<file path="config.mk">
export PLATFORM = sky130hd
export DESIGN_NAME = lc4_divmod_seq_flat
export DESIGN_NICKNAME = d
export VERILOG_FILES = /design/src/rtl/lc4_divmod_seq_if.sv /design/src/rtl/lc4_divmod_seq.sv /design/src/flat_wrapper.sv
export SDC_FILE = /design/constraint.sdc
export NUM_CORES = 1
export LEC_CHECK = 0
export CORE_UTILIZATION = 45
export DETAILED_ROUTE_END_ITERATION = 8
export PLACE_DENSITY = 0.76
export RECOVER_POWER = 25
export SLEW_MARGIN = 30
export SYNTH_ARGS = -nofsm -noshare
export SYNTH_HDL_FRONTEND = slang
export SYNTH_SLANG_ARGS = --single-unit
</file>
<file path="constraint.sdc">
create_clock -name clk -period 2.1 [get_ports clk]
set_input_delay 0.42 -clock clk [delete_from_list [all_inputs] [get_ports clk]]
set_output_delay 0.42 -clock clk [all_outputs]
set_load 0.01 [all_outputs]
</file>
<file path="src/rtl/lc4_divmod_seq_if.sv">
`default_nettype none
// ============================================================================
// Module   : lc4_divmod_seq_if
// Purpose  : Start/busy/valid handshake between the pipeline control unit
//            and the multi-cycle LC4 DIV/MOD sequencer.
// Revision : 1.0 - initial release
// ============================================================================
interface lc4_divmod_seq_if;
    logic        i_start;
    logic        i_op_mod;
    logic [15:0] i_dividend;
    logic [15:0] i_divisor;
    logic        i_flush;
    logic        o_busy;
    logic        o_valid;
    logic [15:0] o_result;

    // Pipeline side: issues operations, consumes results
    modport master (
        output i_start, i_op_mod, i_dividend, i_divisor, i_flush,
        input  o_busy, o_valid, o_result
    );

    // Sequencer side
    modport slave (
        input  i_start, i_op_mod, i_dividend, i_divisor, i_flush,
        output o_busy, o_valid, o_result
    );
endinterface
`default_nettype wire

</file>
<file path="src/rtl/lc4_divmod_seq.sv">
`default_nettype none
// ============================================================================
// Module   : lc4_divmod_seq
// Purpose  : Iterative unsigned 16-bit restoring divider for LC4 DIV/MOD.
//            Retires BITS_PER_CYCLE quotient bits per RUN cycle; DONE lasts
//            one cycle and carries the result.
// Revision : 1.0 - initial release
// ============================================================================
module lc4_divmod_seq #(
    parameter int BITS_PER_CYCLE = 1    // legal: 1, 2, 4
) (
    input  logic                 clk,
    input  logic                 rst,
    lc4_divmod_seq_if.slave      bus
);

    localparam int         ITERS = 16 / BITS_PER_CYCLE;
    localparam logic [4:0] C_N   = 5'(ITERS);

    typedef enum logic [1:0] {
        S_IDLE = 2'd0,
        S_RUN  = 2'd1,
        S_DONE = 2'd2
    } state_t;

    state_t      state_q, state_d;
    logic [15:0] rem_q, rem_d;
    logic [15:0] dq_q, dq_d;        // dividend shifting out, quotient shifting in
    logic [15:0] div_q, div_d;
    logic [4:0]  cnt_q, cnt_d;
    logic        op_q, op_d;
    logic [15:0] result_q, result_d;

    logic [15:0] rem_step;
    logic [15:0] dq_step;
    logic [16:0] rem17;
    logic [16:0] diff17;

    // BITS_PER_CYCLE chained restoring steps from the current remainder/quotient
    always_comb begin
        rem_step = rem_q;
        dq_step  = dq_q;
        rem17    = '0;
        diff17   = '0;
        for (int i = 0; i < BITS_PER_CYCLE; i++) begin
            rem17   = {rem_step, dq_step[15]};
            dq_step = {dq_step[14:0], 1'b0};
            diff17  = rem17 - {1'b0, div_q};
            if (rem17 >= {1'b0, div_q}) begin
                rem_step   = diff17[15:0];
                dq_step[0] = 1'b1;
            end else begin
                rem_step   = rem17[15:0];
            end
        end
    end

    // Next-state and datapath control; flush beats start, start in RUN is ignored
    always_comb begin
        state_d  = state_q;
        rem_d    = rem_q;
        dq_d     = dq_q;
        div_d    = div_q;
        cnt_d    = cnt_q;
        op_d     = op_q;
        result_d = result_q;
        case (state_q)
            S_RUN: begin
                if (bus.i_flush) begin
                    state_d = S_IDLE;
                end else begin
                    rem_d = rem_step;
                    dq_d  = dq_step;
                    cnt_d = cnt_q - 5'd1;
                    if (cnt_q == 5'd1) begin
                        state_d  = S_DONE;
                        result_d = op_q ? rem_step : dq_step;
                    end
                end
            end
            default: begin  // S_IDLE, S_DONE
                state_d = S_IDLE;
                if (!bus.i_flush && bus.i_start) begin
                    rem_d = 16'h0000;
                    dq_d  = bus.i_dividend;
                    div_d = bus.i_divisor;
                    op_d  = bus.i_op_mod;
                    cnt_d = C_N;
                    if (bus.i_divisor == 16'h0000) begin
                        // Divide by zero returns 0 for both DIV and MOD
                        state_d  = S_DONE;
                        result_d = 16'h0000;
                    end else begin
                        state_d  = S_RUN;
                    end
                end
            end
        endcase
    end

    // State and datapath registers with synchronous reset
    always_ff @(posedge clk) begin
        if (rst) begin
            state_q  <= S_IDLE;
            rem_q    <= '0;
            dq_q     <= '0;
            div_q    <= '0;
            cnt_q    <= '0;
            op_q     <= 1'b0;
            result_q <= '0;
        end else begin
            state_q  <= state_d;
            rem_q    <= rem_d;
            dq_q     <= dq_d;
            div_q    <= div_d;
            cnt_q    <= cnt_d;
            op_q     <= op_d;
            result_q <= result_d;
        end
    end

    assign bus.o_busy   = (state_q == S_RUN);
    assign bus.o_valid  = (state_q == S_DONE);
    assign bus.o_result = result_q;

endmodule
`default_nettype wire

</file>
<file path="src/flat_wrapper.sv">
// flat-port wrapper written by rule: the top's interface ports become plain ports
module lc4_divmod_seq_flat 
#(
    parameter int BITS_PER_CYCLE = 1                     
)
  (clk, rst, bus_i_start, bus_i_op_mod, bus_i_dividend, bus_i_divisor, bus_i_flush, bus_o_busy, bus_o_valid, bus_o_result);
  lc4_divmod_seq_if bus_i ();
  input  logic clk;
  input  logic rst;
  input wire logic [$bits(bus_i.i_start)-1:0] bus_i_start;
  input wire logic [$bits(bus_i.i_op_mod)-1:0] bus_i_op_mod;
  input wire logic [$bits(bus_i.i_dividend)-1:0] bus_i_dividend;
  input wire logic [$bits(bus_i.i_divisor)-1:0] bus_i_divisor;
  input wire logic [$bits(bus_i.i_flush)-1:0] bus_i_flush;
  output wire logic [$bits(bus_i.o_busy)-1:0] bus_o_busy;
  output wire logic [$bits(bus_i.o_valid)-1:0] bus_o_valid;
  output wire logic [$bits(bus_i.o_result)-1:0] bus_o_result;
  assign bus_i.i_start = bus_i_start;
  assign bus_i.i_op_mod = bus_i_op_mod;
  assign bus_i.i_dividend = bus_i_dividend;
  assign bus_i.i_divisor = bus_i_divisor;
  assign bus_i.i_flush = bus_i_flush;
  assign bus_o_busy = bus_i.o_busy;
  assign bus_o_valid = bus_i.o_valid;
  assign bus_o_result = bus_i.o_result;
  lc4_divmod_seq #(.BITS_PER_CYCLE(BITS_PER_CYCLE)) u_core (.clk(clk), .rst(rst), .bus(bus_i));
endmodule
</file>
==> results of run 1 <==
==> power by group <==
group	internal, mW	total [mW]	switching [mW]
Combinational	0.949	1.81	0.862
Clock	0.675	1.24	0.567
Sequential	1.42	1.47	0.0478
==> routing by layer <==
metal	track usage, %	up-vias
met5	0	-
met4	8.496	0
met3	5.319	41
met2	46.32	165
met1	32.38	2221
li1	-	2206
==> through the flow <==
| stage | power (mW) | std cells | worst slack, ns |
|---|---|---|---|
| after floorplan | 2.254 | 532 | -0.06756 |
| after global placement | 2.700 | 756 | -0.3084 |
| after detailed placement | 2.723 | 756 | -0.3258 |
| after CTS | 4.220 | 780 | -0.2325 |
| after global routing | 4.668 | 785 | -0.4429 |
| final | 4.522 | 785 | -0.4282 |
==> registers in the layout, indices dropped and copies added, names as in the netlist <==
register and cells:
u_core.div_q 16, u_core.cnt_q 5, u_core.rem_q 16, u_core.op_q 1, u_core.state_q 2, u_core.bus.o_result 16, u_core.dq_q 16
==> path summary, 6_finish.rpt <==
kind                         start          endpoint  slack [ns]  depth (start not counted)
setup reg to reg   u_core.rem_q[0]  u_core.rem_q[12]       -0.43                         10
hold reg to reg   u_core.div_q[11]  u_core.div_q[11]        0.45                          2
setup / recovery   u_core.rem_q[0]  u_core.rem_q[12]       -0.43                         10
hold / removal    u_core.div_q[11]  u_core.div_q[11]        0.45                          2
==> worst max-delay path: stages, from the launching register on <==
cell and delay, ns:
dfxtp_1 0.38, ha_4 0.29, nand2b_1 0.12, a211oi_4 0.37, o211ai_2 0.16, a32oi_2 0.29, buf_6 0.19, buf_12 0.15
buf_6 0.13, a2bb2oi_1 0.20, o21ai_1 0.09
==> layout by cell type (no fill, tap or decap), types with 4 or more instances in the layout <==
| master | Yosys | layout |
|---|---|---|
| buf_4 | 2 | 100 |
| nand2_1 | 97 | 96 |
| dfxtp_1 | 72 | 63 |
| clkdlybuf4s50_1 | 0 | 51 |
| nor2_1 | 36 | 34 |
| a21oi_1 | 30 | 27 |
| inv_1 | 22 | 15 |
| a31oi_1 | 15 | 15 |
| a311oi_1 | 15 | 15 |
| nor3b_1 | 16 | 14 |
| o21ai_1 | 3 | 14 |
| mux2i_4 | 0 | 11 |
| ha_4 | 0 | 11 |
| nand2b_1 | 10 | 9 |
| o22ai_1 | 12 | 9 |
| clkbuf_8 | 0 | 9 |
| xnor2_1 | 8 | 8 |
| inv_2 | 1 | 7 |
| nor3_1 | 8 | 7 |
| ha_1 | 18 | 7 |
| dfxtp_2 | 0 | 7 |
| o211ai_1 | 6 | 6 |
| mux2i_1 | 18 | 6 |
| o21ai_0 | 21 | 6 |
| buf_6 | 3 | 6 |
| a211o_1 | 5 | 5 |
| a21o_1 | 6 | 5 |
| a211oi_1 | 5 | 4 |
| nor4_1 | 4 | 4 |
| nand3_1 | 5 | 4 |
| o21ai_2 | 0 | 4 |
==> layout make-up <==
cell class	count	area [um^2]	area share (%)
tap	108	135.1	2.152
inverter	23	86.33	1.375
sequential	72	1458	23.21
timing repair buffer	166	1428	22.73
clock buffer	10	127.6	2.032
multi-input combinational	400	2953	47.02
clock inverter	6	92.59	1.474
==> kinds of logic (layout without fill, tap and decap cells) <==
family	count (synthesis)	count (layout)
multiplexers	19	19
adder cells (fa/ha/maj)	19	19
XOR/XNOR	10	10
AND/OR/NAND/NOR	202	202
flip-flops	72	72
AO/OA/AOI/OAI	150	150
buffers and inverters	60	205
==> timing repair <==
item,4_1_cts,5_1_grt
resized for setup,47,52
pin swaps,9,13
setup endpoints to repair,34,33
buffers inserted,8,5
gates cloned,0,0
==> impl_metrics.env, run 1 <==
export IMPL_first_pass_iters=5
export IMPL_die_w_um=98.87
export IMPL_cts_hold_buf=0
export IMPL_top_layer="met4"
export IMPL_endpoint_kind="flip-flop"
export IMPL_synth_area_leader_cell="dfxtp_1"
export IMPL_max_cap_violations=0
export IMPL_yosys_warnings=0
export IMPL_clock_path_buffers=2
export IMPL_violations="setup timing"
export IMPL_layout_drive_gt1_share_pct=30.13
export IMPL_wl_mm=13.65
export IMPL_syn_cell_area_um2=4223
export IMPL_ios=55
export IMPL_whs_ns=0.4531
export IMPL_grt_pass1_vias=4421
export IMPL_start_util_pct=47.50
export IMPL_finalSetupViolCount=33
export IMPL_cts_sinks=72
export IMPL_drc=0
export IMPL_fin_nets=728
export IMPL_hold_viol=0
export IMPL_hold_path_class="reg -> reg"
export IMPL_crit_type="reg -> reg"
export IMPL_cp_arrival_ns=2.75
export IMPL_synth_nets=588
export IMPL_max_freq_mhz=395.5
export IMPL_track_usage_pct=26.42
export IMPL_relSlewSlack_pct=44.66
export IMPL_fin_skew_ns=0.01057
export IMPL_critPathMaxFanout=6
export IMPL_place_congestion=0.8989
export IMPL_async_reset_ff_share_pct=0
export IMPL_utilization_pct=70.63
export IMPL_met3_length_um=652
export IMPL_vias_per_cell=5.902
export IMPL_cts_htree_levels=3
export IMPL_dp_hpwl_mm=8.872
export IMPL_overflow=0
export IMPL_ys_seq_area_share_pct=34.13
export IMPL_syn_inst=532
export IMPL_worst_pin_slew_ns=0.8292
export IMPL_slew_violations=0
export IMPL_cts_inserted_buffers=9
export IMPL_synth_most_common_cell="nand2_1"
export IMPL_start_kind="flip-flop"
export IMPL_fin_ws_ns=-0.4282
export IMPL_netlist_top_cells_count="nand2_1, dfxtp_1, nor2_1"
export IMPL_dpl_cell_area_um2=5537
export IMPL_synth_top_family_by_area="compound AO/OA/AOI/OAI gates"
export IMPL_grt_start_max_net_pins=35
export IMPL_synth_compound_gate_area_share_pct=24.53
export IMPL_numPortBuffers=54
export IMPL_synth_cell_types=65
export IMPL_avgRoutedWirePerCell_um=17.39
export IMPL_final_antenna_net_count=0
export IMPL_fin_setup_tns_ns=-9.657
export IMPL_ys_flop_type="dfxtp_1"
export IMPL_yosysTopAreaCellShare_pct=34.13
export IMPL_dr_wl_met2_mm=6.961
export IMPL_rsz0062_at_grt="yes"
export IMPL_nFillCells=656
export IMPL_min_period_over_period_pct=120.4
export IMPL_leakagePower_nw=2.436
export IMPL_clkLatencyLatePin_ns=0.36
export IMPL_syn_to_final_growth_pct=48.71
export IMPL_power_density_nw_per_um2=720.2
export IMPL_synthAdderAreaFrac_pct=5.807
export IMPL_antenna_cells=0
export IMPL_grt_pass1_wl_mm=20.70
export IMPL_synth_mux_area_fraction_pct=4.533
export IMPL_min_period_ns=2.528
export IMPL_cts_tree="built"
export IMPL_peakVddDrop_mv=0.4527
export IMPL_final_area_um2=6280
export IMPL_num_vias=4633
export IMPL_synth_area_top_cells="dfxtp_1, nand2_1, ha_1, mux2i_1, a21oi_1"
export IMPL_status="finished with violations"
export IMPL_die_h_um=98.87
export IMPL_synth_edf_count=0
export IMPL_synth_xor_area_share_pct=2.074
export IMPL_drt_initial_drc_count=292
export IMPL_num_rows=34
export IMPL_critPathRequiredTime_ns=2.33
export IMPL_dieArea_um2=9775
export IMPL_core_um2=8891
export IMPL_yosys_area_share_simple_pct=22.61
export IMPL_postSynthAreaPerCell_um2=7.938
export IMPL_cts_root_buf="clkbuf_8"
export IMPL_clkSlewWorstSetupHoldPaths_ns=0.08
export IMPL_wl_met1_mm=5.644
export IMPL_ys_ff_latch=72
export IMPL_antenna_found_initial=0
(Power assumes the default switching activity.)
==> run 2, diff against run 1 <==
GPL_TIMING_DRIVEN = 0   (was default)
PLACE_DENSITY = 0.7   (was 0.76)
==> run 2 against run 1 <==
The flow still finishes with violations (setup timing). Critical path type unchanged. Hold slack improved by 0.010 ns. Flip-flop and latch count stayed put. Largest power group unchanged. Highest routed layer unchanged. Sequential power about the same.
==> impl_metrics.env, run 2 (same netlist as run 1, synthesis figures left out) <==
export IMPL_numPortBuffers=53
export IMPL_clock_path_buffers=2
export IMPL_num_vias=4436
export IMPL_fin_nets=687
export IMPL_hold_viol=0
export IMPL_place_congestion=0.9119
export IMPL_min_period_over_period_pct=115.6
export IMPL_max_cap_violations=0
export IMPL_p_int_mw=2.946
export IMPL_cts_root_buf="clkbuf_8"
export IMPL_grt_start_max_net_pins=14
export IMPL_startpoint="u_core.div_q[4]"
export IMPL_avgRoutedWirePerCell_um=17.82
export IMPL_utilization_pct=67.96
export IMPL_fin_skew_ns=0.007804
export IMPL_core_um2=8891
export IMPL_placed_cells=693
export IMPL_endpoint_kind="flip-flop"
export IMPL_cts_sinks=72
export IMPL_slew_violations=0
export IMPL_leakagePower_nw=2.254
export IMPL_drc=0
export IMPL_violations="setup timing"
export IMPL_dpl_worst_slack_ns=-0.7399
export IMPL_first_pass_iters=5
export IMPL_antenna_found_initial=0
export IMPL_clkLatencyLatePin_ns=0.35
export IMPL_cts_inserted_buffers=9
export IMPL_whs_ns=0.4632
export IMPL_layout_drive_gt1_share_pct=27.99
export IMPL_syn_to_final_growth_pct=43.08
export IMPL_critPathRequiredTime_ns=2.32
export IMPL_dp_hpwl_mm=8.921
export IMPL_start_util_pct=47.50
export IMPL_power_density_nw_per_um2=731.5
export IMPL_min_period_ns=2.427
export IMPL_vias_per_cell=5.962
export IMPL_relSlewSlack_pct=40.74
export IMPL_drt_initial_drc_count=354
export IMPL_ios=55
export IMPL_overflow=0
export IMPL_max_freq_mhz=412.1
export IMPL_final_antenna_net_count=0
export IMPL_start_kind="flip-flop"
export IMPL_layout_commonest_cell="nand2_1"
export IMPL_num_rows=34
export IMPL_pwr_share_comb_pct=40.9
export IMPL_p_seq_share_pct=33.4
export IMPL_grt_pass1_vias=4281
export IMPL_peakVddDrop_mv=0.4685
export IMPL_cp_arrival_ns=2.65
export IMPL_r2r_slack_ns=-0.33
export IMPL_die_h_um=98.87
export IMPL_worst_pin_slew_ns=0.8777
export IMPL_wl_mm=13.26
export IMPL_power_switching_mw=1.474
export IMPL_rsz0062_at_grt="yes"
export IMPL_final_cell_mix="nand2_1, dfxtp_1, clkdlybuf4s50_1, buf_4, nor2_1"
export IMPL_clkSlewWorstSetupHoldPaths_ns=0.09
export IMPL_swShare_pct=33.35
export IMPL_cts_htree_levels=3
export IMPL_cts_tree="built"
export IMPL_grt_pass1_wl_mm=20.84
export IMPL_r2r_start="u_core.div_q[4]"
export IMPL_status="finished with violations"
export IMPL_hold_path_class="reg -> reg"
export IMPL_track_usage_pct=26.87
export IMPL_power_mw=4.420
export IMPL_fin_ws_ns=-0.3269
export IMPL_die_w_um=98.87
export IMPL_antenna_cells=0
export IMPL_p_clk_share_pct=25.7
export IMPL_critPathMaxFanout=4
export IMPL_finalSetupViolCount=33
export IMPL_stdcell_count=744
export IMPL_crit_type="reg -> reg"
export IMPL_dieArea_um2=9775
export IMPL_hold_start="u_core.div_q[13]"
## run 2: changes by cell type in the layout (fill, tap and decap cells not counted), moves of 3 or more
cell	change
dfxtp_2	+16
clkdlybuf4s50_1	-10
inv_1	-5
inv_2	+4
dlygate4sd3_1	+10
o21ai_1	-4
a31oi_1	-3
ha_1	-3
o21ai_2	+4
clkbuf_1	+15
ha_4	+3
buf_4	-60
dfxtp_1	-15
## run 2: final cells by class
type	count	area [um^2]
inverter	23	93.84
tap	108	135.1
fill	716	2849
clock inverter	6	67.56
clock buffer	10	127.6
buffer	29	186.4
timing repair buffer	96	917.1
multi-input combinational	400	3040
sequential	72	1474
## run 2: power groups by stage
stage	Sequential, mW	Clock, mW	Combinational [mW]
2_1_floorplan	1.48	0	0.770
3_3_place_gp	1.50	0	1.04
3_5_place_dp	1.50	0	1.05
4_1_cts	1.47	1.13	1.52
5_1_grt	1.49	1.20	1.90
6_report	1.48	1.14	1.81
## run 2: worst paths after layout
kind,end,cells past startpoint
worst min-delay path,u_core.div_q[13],2
worst max-delay path,u_core.bus.o_result[9],10
worst max register to register,u_core.bus.o_result[9],10
worst min register to register,u_core.div_q[13],2
## run 2: per-stage QoR
| stage | TNS [ns] | area (um^2) |
|---|---|---|
| global placement | -21.52 | 4964 |
| CTS | -6.037 | 5773 |
| floorplan | -0.8674 | 4298 |
| detailed placement | -23.77 | 4964 |
| global route | -10.23 | 6042 |
| finish | -7.557 | 6042 |
## run 2: metal layers
metal	wire [um]	GRT usage [%]
met3	640	4.752
met4	342	8.496
met1	5871	34.36
met2	6400	45.94
met5	0	0
## run 2: what timing repair did
item | in CTS | in global routing
gates cloned | 1 | 2
hold buffers | 0 | 0
pin swaps | 29 | 28
buffers inserted | 32 | 8
resized for setup | 78 | 76
setup endpoints to repair | 51 | 46
## run 2: critical path: stages, from the launching register on
cell      delay, ns
dfxtp_2        0.35
inv_2          0.06
ha_4           0.23
a21o_1         0.20
a211o_1        0.30
o211ai_2       0.27
a32oi_2        0.17
buf_4          0.17
buf_6          0.13
mux2i_2        0.30
a31oi_1        0.12
==> run 3, diff against run 2 <==
TNS_END_PERCENT = 20   (was default)
==> run 3 against run 2 <==
The flow still finishes with violations (setup timing). Hold slack worse by 0.0073 ns. Sequential power is essentially flat. Power fell by 5.2%. First-iteration DRC count is 37% lower. Register-to-register slack gained 0.07 ns. Wire length down 4.2%. Combinational power is 9% lower. Critical path type unchanged. Largest cell class unchanged.
==> impl_metrics.env, run 3 (same netlist as run 1, synthesis figures left out) <==
export IMPL_start_kind="flip-flop"
export IMPL_r2r_end="u_core.bus.o_result[8]"
export IMPL_relSlewSlack_pct=61.03
export IMPL_final_cell_mix="nand2_1, dfxtp_1, clkdlybuf4s50_1, nor2_1, buf_4"
export IMPL_num_rows=34
export IMPL_drc=0
export IMPL_hold_start="u_core.div_q[13]"
export IMPL_slew_violations=0
export IMPL_finalSetupViolCount=33
export IMPL_layout_drive_gt1_share_pct=23.84
export IMPL_cts_tree="built"
export IMPL_violations="setup timing"
export IMPL_overflow=0
export IMPL_final_antenna_net_count=0
export IMPL_die_h_um=98.87
export IMPL_cts_htree_levels=3
export IMPL_p_clk_share_pct=25.4
export IMPL_cts_root_buf="clkbuf_8"
export IMPL_peakVddDrop_mv=0.4976
export IMPL_antenna_cells=0
export IMPL_grt_pass1_vias=4176
export IMPL_holdPathEnd="u_core.div_q[13]"
export IMPL_fin_nets=677
export IMPL_cp_common_cell="nor3_2"
export IMPL_dp_hpwl_mm=9.042
export IMPL_hold_depth=2
export IMPL_num_vias=4312
export IMPL_power_density_nw_per_um2=719.1
export IMPL_die_w_um=98.87
export IMPL_vias_per_cell=5.883
export IMPL_ios=55
export IMPL_whs_ns=0.4560
export IMPL_p_int_mw=2.830
export IMPL_first_pass_iters=5
export IMPL_clkSlewWorstSetupHoldPaths_ns=0.07
export IMPL_fin_ws_ns=-0.2582
export IMPL_clock_path_buffers=2
export IMPL_drt_initial_drc_count=223
export IMPL_min_period_over_period_pct=112.3
export IMPL_clkLatencyLatePin_ns=0.34
export IMPL_numPortBuffers=53
export IMPL_min_period_ns=2.358
export IMPL_fin_setup_tns_ns=-6.449
export IMPL_crit_type="reg -> reg"
export IMPL_fin_skew_ns=0.008241
export IMPL_rsz0062_at_grt="yes"
export IMPL_layout_commonest_cell="nand2_1"
export IMPL_critical_path_max_stage_delay_ns=0.37
export IMPL_worst_pin_slew_ns=0.5845
export IMPL_critPathMaxFanout=8
export IMPL_power_switching_mw=1.360
export IMPL_track_usage_pct=26.07
export IMPL_endpoint_kind="flip-flop"
export IMPL_r2r_slack_ns=-0.26
export IMPL_max_cap_violations=0
export IMPL_max_freq_mhz=424.1
export IMPL_cp_top_family="buffers and inverters"
export IMPL_swShare_pct=32.46
export IMPL_antenna_found_initial=0
export IMPL_grt_pass1_wl_mm=20.23
export IMPL_crit_buf_inv=3
export IMPL_slowest_stage="dfxtp_2"
export IMPL_status="finished with violations"
export IMPL_r2r_cells=10
export IMPL_critPathRequiredTime_ns=2.30
export IMPL_grt_start_max_net_pins=13
export IMPL_cts_inserted_buffers=9
export IMPL_nFillCells=734
export IMPL_dieArea_um2=9775
export IMPL_pwr_share_comb_pct=39.3
export IMPL_cp_arrival_ns=2.56
export IMPL_place_congestion=0.9019
export IMPL_r2r_start="u_core.rem_q[10]"
export IMPL_leakagePower_nw=2.176
export IMPL_p_seq_share_pct=35.3
export IMPL_wl_mm=12.70
export IMPL_core_um2=8891
export IMPL_cts_sinks=72
export IMPL_hold_viol=0
export IMPL_start_util_pct=47.50
export IMPL_avgRoutedWirePerCell_um=17.33
export IMPL_worstPathCellList="ha_4, nand3_4, buf_4, nor3_2, nor3_2, a32oi_1, buf_6, buf_12, mux2i_4, o22ai_1"
export IMPL_syn_to_final_growth_pct=37.99
export IMPL_cts_hold_buf=0
export IMPL_hold_path_class="reg -> reg"
## run 3: worst reg2reg max path: stages, from the launching register on
cell	delay [ns]
dfxtp_2	0.37
ha_4	0.33
nand3_4	0.09
buf_4	0.14
nor3_2	0.23
nor3_2	0.09
a32oi_1	0.22
buf_6	0.22
buf_12	0.16
mux2i_4	0.27
o22ai_1	0.10
## run 3: area by class of cell
| class | count | area [um^2] | share of cell area (%) |
|---|---|---|---|
| Inverter | 23 | 91.34 | 1.568 |
| Clock inverter | 6 | 61.31 | 1.052 |
| Sequential cell | 72 | 1469 | 25.21 |
| Buffer | 30 | 181.4 | 3.114 |
| Multi-Input combinational cell | 400 | 2939 | 50.44 |
| Clock buffer | 9 | 123.9 | 2.126 |
| Timing Repair Buffer | 85 | 825.8 | 14.17 |
| Tap cell | 108 | 135.1 | 2.319 |
## run 3: through the flow
stage	std cells	setup slack, ns	total power, mW	cell area, um^2	util [%]
floorplan	532	-0.06824	2.248	4283	-
global placement	693	-0.7312	2.534	4949	55.66
detailed placement	693	-0.7259	2.547	4949	55.66
CTS	728	-0.3388	3.951	5593	62.90
global route	733	-0.3916	4.380	5827	65.54
finish	733	-0.2582	4.190	5827	65.54
## run 3: what timing repair did
item,CTS,global route
pin swaps,9,23
endpoints found under the setup margin,49,52
endpoints found under the hold margin,0,0
setup buffers,20,11
cloned,1,0
resized for setup,72,58
## run 3: power by group through the flow
stage	registers, mW	logic (mW)	clock network (mW)
CTS	1.47	1.39	1.08
finish	1.48	1.65	1.06
global placement	1.50	1.04	0
detailed placement	1.50	1.05	0
global route	1.49	1.75	1.14
floorplan	1.48	0.765	0
## run 3: worst max path at each step
| stage | from | slack [ns] | cells past startpoint | to |
|---|---|---|---|---|
| floorplan | u_core.dq_q[15] | -0.07 | 10 | u_core.bus.o_result[14] |
| global placement | bus_i_divisor[10] | -0.73 | 8 | u_core.bus.o_result[5] |
| detailed placement | bus_i_divisor[10] | -0.73 | 8 | u_core.bus.o_result[4] |
| CTS | u_core.dq_q[15] | -0.34 | 10 | u_core.bus.o_result[14] |
| global route | u_core.dq_q[15] | -0.39 | 10 | u_core.bus.o_result[14] |
| finish | u_core.rem_q[10] | -0.26 | 10 | u_core.bus.o_result[8] |
## run 3: metal layers
layer,up-vias,track usage (%),share of wire (%)
li1,2104,-,-
met2,131,44.38,49
met3,23,4.468,4.9
met5,-,0,0
met4,0,8.496,1.9
met1,2054,33.47,45
==> RTL edit 1: new RTL, config.mk and constraints of run 3 <==
Re-encode `state_t` (3 states) as one-hot, 3 bits wide.
--- a/src/rtl/lc4_divmod_seq.sv
+++ b/src/rtl/lc4_divmod_seq.sv
@@ -18,8 +18,8 @@
     localparam logic [4:0] C_N   = 5'(ITERS);
 
-    typedef enum logic [1:0] {
-        S_IDLE = 2'd0,
-        S_RUN  = 2'd1,
-        S_DONE = 2'd2
+    typedef enum logic [2:0] {
+        S_IDLE = 3'b001,
+        S_RUN  = 3'b010,
+        S_DONE = 3'b100
     } state_t;
 
Check against the original RTL: same outputs for any inputs over 10 cycles, from zero or initial values and one cycle with rst high; not proved beyond that.
==> RTL edit 1 against run 3 <==
- the run still ends with negative setup slack left
- design area down 1.7%
- die area decreased by 5.2%
- clock power increased by 8%
- setup slack worse by 85 ps
- total power is 15% lower
- sequential cell count is 1 higher
- routed wire length up 1.5%
- area after synthesis fell by 5.3%
- critical path type unchanged
- highest routed layer unchanged
==> RTL edit 1: results (changes against run 3) <==
total track usage: 0.281 (was 0.261)
DRT iter0 DRCs: 214 (was 223)
CTS clk-pin slew, worst paths: 90 ps (was 70 ps)
Vias/cell: 5.90 (was 5.88)
setup violators final: 31 (was 33)
placed cell count: 668 (was 693)
cell family with most CP delay: compound AO/OA/AOI/OAI gates (was buffers and inverters)
outcome: complete, but fails checks (unchanged)
WL final: 12900 um (was 12700 um)
Hold EP: u_core.div_q[9] (was u_core.div_q[13])
pre-CTS WS: -481 ps (was -726 ps)
Leak: 0.00212 uW (was 0.00218 uW)
GP Congestion: 0.922 (was 0.902)
XOR/XNOR share of the synthesized area: 0.0197 (was 0.0207)
register area share after synthesis: 0.366 (was 0.341)
GR Util met1: 0.331 (was 0.335)
most frequent cells after synthesis: 106 x nand2_1, 73 x dfxtp_1, 44 x a21oi_1 (was 97 x nand2_1, 72 x dfxtp_1, 36 x nor2_1)
Worst R2R End: u_core.bus.o_result[12] (was u_core.bus.o_result[8])
largest net degree at the start of global routing: 15 (was 13)
crit path DAT: 2670 ps (was 2560 ps)
DR WL met2: 6330 um (was 6170 um)
Post-DP HPWL: 8400 um (was 9040 um)
share of layout cells above drive strength 1: 0.273 (was 0.238)
fin nets: 658 (was 677)
Synth Area in Compound Gates: 0.255 (was 0.245)
worst clock skew: 12.7 ps (was 8.24 ps)
failing checks: negative setup slack (unchanged)
vias in the first global route: 4042 (was 4176)
Reg2Reg Depth: 11 (was 10)
adder-cell share of the synthesized area: 0.0613 (was 0.0581)
routed wl met3: 595 um (was 618 um)
Worst Hold Launch: u_core.div_q[9] (was u_core.div_q[13])
CP max stage cell: o41a_1 (was dfxtp_2)
setup_tns: -4560 ps (was -6450 ps)
Worst Path Max Fanout: 4 (was 8)
worst reg2reg path startpoint: u_core.dq_q[15] (was u_core.rem_q[10])
first-pass GRT wire length: 19500 um (was 20200 um)
Routed met1 length: 5420 um (was 5680 um)
WHS Path Cells: 2 (unchanged)
smallest setup slack after layout: -343 ps (was -258 ps)
wire per inst: 18.0 um (was 17.3 um)
Worst-Margin Slew: 568 ps (was 585 ps)
mux contribution to synthesized area: 0.0100 (was 0.0453)
Max IR drop VDD: 0.334 mV (was 0.498 mV)
hold slack: 457 ps (was 456 ps)
Synth Instances: 507 (was 532)
GR Util met3: 0.0490 (was 0.0447)
RTL edit 1: cell count changes after synthesis, moves of 10 or more:
| cell | change |
|---|---|
| a31oi_1 | -10 |
| nor3b_1 | -12 |
| a21oi_1 | +14 |
| o21ai_1 | +10 |
| o22ai_1 | -10 |
| mux2i_1 | -14 |
RTL edit 1: cell type report:
class / instances / area (um2)
Inverter: 23 / 88.8
Multi-Input combinational cell: 382 / 2800
Sequential cell: 73 / 1490
Clock inverter: 7 / 77.6
Fill cell: 736 / 2950
Timing Repair Buffer: 90 / 868
Clock buffer: 9 / 124
Tap cell: 108 / 135
Buffer: 23 / 141
RTL edit 1: power by group:
| group | total [uW] | internal [uW] | switching [uW] |
|---|---|---|---|
| combinational | 963 | 470 | 493 |
| clock | 1150 | 559 | 589 |
| sequential | 1460 | 1420 | 34.5 |
RTL edit 1: repair_timing:
item                       in CTS  in global routing
setup endpoints to repair      35                 57
buffers inserted               24                 11
resized for setup              85                 49
gates cloned                    2                  0
hold buffers                    0                  0
pin swaps                      19                 22
==> RTL edit 2: new RTL, config.mk and constraints of run 3 <==
Made on the original files. Reset style: asynchronous (`rst`), changed in one clocked block. Comments in the files are not updated.
--- a/src/rtl/lc4_divmod_seq.sv
+++ b/src/rtl/lc4_divmod_seq.sv
@@ -100,5 +100,5 @@
 
     // State and datapath registers with synchronous reset
-    always_ff @(posedge clk) begin
+    always_ff @(posedge clk or posedge rst) begin
         if (rst) begin
             state_q  <= S_IDLE;
Function: differs if rst is asserted again (counterexample within 4 cycles, from zero or initial values and one cycle with rst high); with rst held inactive, the same outputs for 10 cycles.
==> RTL edit 2 against run 3 <==
- the run still ends with negative setup slack left
- clock skew rose by 2.5 ps
- area after synthesis increased by 1.0%
- routed wire length is 3.1% higher
- total power grew 24%
- design area increased by 0.94%
- die area increased by 0.98%
- sequential cell count did not move
- setup slack got worse by 38 ps
- utilization is 1.6 points lower
- count of clock-buffer cells in the layout did not move
- largest cell class unchanged
- largest power group unchanged
==> RTL edit 2: results (changes against run 3) <==
GP Congestion: 0.843 (was 0.902)
dpl cell area: 5100 um2 (was 4950 um2)
outcome: complete, but fails checks (unchanged)
Max IR drop VDD: 0.426 mV (was 0.498 mV)
P_clk: 1360 uW (was 1060 uW)
failing checks: negative setup slack (unchanged)
crit path DAT: 2640 ps (was 2560 ps)
worst reg2reg path startpoint: u_core.rem_q[5] (was u_core.rem_q[10])
Distinct cells, synth: 74 (was 65)
Hold Crit Class: input pin to async pin (was flip-flop to flip-flop)
Port Buf Inserts: 54 (was 53)
cell family with most CP delay: compound AO/OA/AOI/OAI gates (was buffers and inverters)
Worst-Margin Slew: 1000 ps (was 585 ps)
GR Util met1: 0.369 (was 0.335)
post_cts resized: 58 (was 72)
Post-DP HPWL: 9250 um (was 9040 um)
GR Util met3: 0.0513 (was 0.0447)
pre-CTS WS: -791 ps (was -726 ps)
smallest setup slack after layout: -296 ps (was -258 ps)
setup_tns: -7360 ps (was -6450 ps)
Leak: 0.00254 uW (was 0.00218 uW)
largest net degree at the start of global routing: 25 (was 13)
critical path's largest stage delay: 440 ps (was 370 ps)
top cells by area, synth: dfrtp_1 42%, nand2_1 5.8%, o21ai_0 5.7% (was dfxtp_1 34%, nand2_1 8.6%, ha_1 5.3%)
CP max stage cell: dfrtp_1 (was dfxtp_2)
Synth Instances: 460 (was 532)
postcts setup bufs: 21 (was 20)
grt met2 use: 0.445 (was 0.444)
placed cell count: 628 (was 693)
Vias/cell: 6.11 (was 5.88)
Worst setup endpoint: u_core.bus.o_result[6] (was u_core.bus.o_result[8])
P_comb: 1990 uW (was 1650 uW)
first-pass GRT wire length: 20600 um (was 20200 um)
worst clock skew: 10.8 ps (was 8.24 ps)
switching power share of the total: 0.353 (was 0.325)
WL final: 13100 um (was 12700 um)
total track usage: 0.273 (was 0.261)
Reg2Reg Depth: 9 (was 10)
wire per inst: 19.5 um (was 17.3 um)
vias in the first global route: 4037 (was 4176)
DRT iter0 DRCs: 290 (was 223)
setup violators final: 34 (was 33)
syn_nets: 516 (was 588)
Gate power share: 0.382 (was 0.393)
FFs w/ async S/R, synth: 1.00 (was 0)
fin nets: 612 (was 677)
Worst Path Max Fanout: 6 (was 8)
==> RTL edit 2: cell types whose count changed in the layout (fill, tap and decap cells not counted), sizes merged, moves of 10 or more <==
cell | before | now
a311oi | 15 | 1
dfxtp | 72 | 0
nor2 | 37 | 13
clkdlybuf4s50 | 42 | 52
a21oi | 30 | 12
dfrtp | 0 | 72
nand3 | 5 | 23
o22ai | 12 | 1
nand2 | 98 | 66
o21ai | 24 | 56
nor3b | 17 | 3
==> RTL edit 2: how the worst min path moves through the flow <==
stage,startpoint,to,slack (ps),depth (start not counted)
after floorplan,u_core.div_q[0],u_core.div_q[0],450,2
after global placement,u_core.div_q[0],u_core.div_q[0],480,2
after detailed placement,u_core.bus.o_result[9],u_core.bus.o_result[9],490,2
after CTS,rst,u_core.dq_q[1],350,2
after global routing,rst,u_core.dq_q[1],510,2
final,rst,u_core.dq_q[1],480,2
==> RTL edit 2: kinds of logic after synthesis <==
logic type	Yosys count	share of synthesized area
flip-flops	72	0.422
AND/OR/NAND/NOR	143	0.167
adder cells (fa/ha/maj)	19	0.0575
XOR/XNOR	10	0.0205
multiplexers	19	0.0449
AO/OA/AOI/OAI	147	0.238
buffers and inverters	50	0.0490
==> RTL edit 2: area by class of cell <==
| class | instances | area (um2) |
|---|---|---|
| fill | 761 | 3310 |
| multi-input combinational | 338 | 2620 |
| sequential | 72 | 1810 |
| timing repair buffer | 86 | 845 |
| tap | 111 | 139 |
| clock buffer | 9 | 124 |
| clock inverter | 7 | 120 |
| buffer | 20 | 114 |
| inverter | 29 | 110 |
==> RTL edit 2: layer usage <==
metal	wire [um]	up-vias
li1	-	1886
met1	5810	2033
met2	6180	165
met3	868	23
met4	237	0
met5	0	-
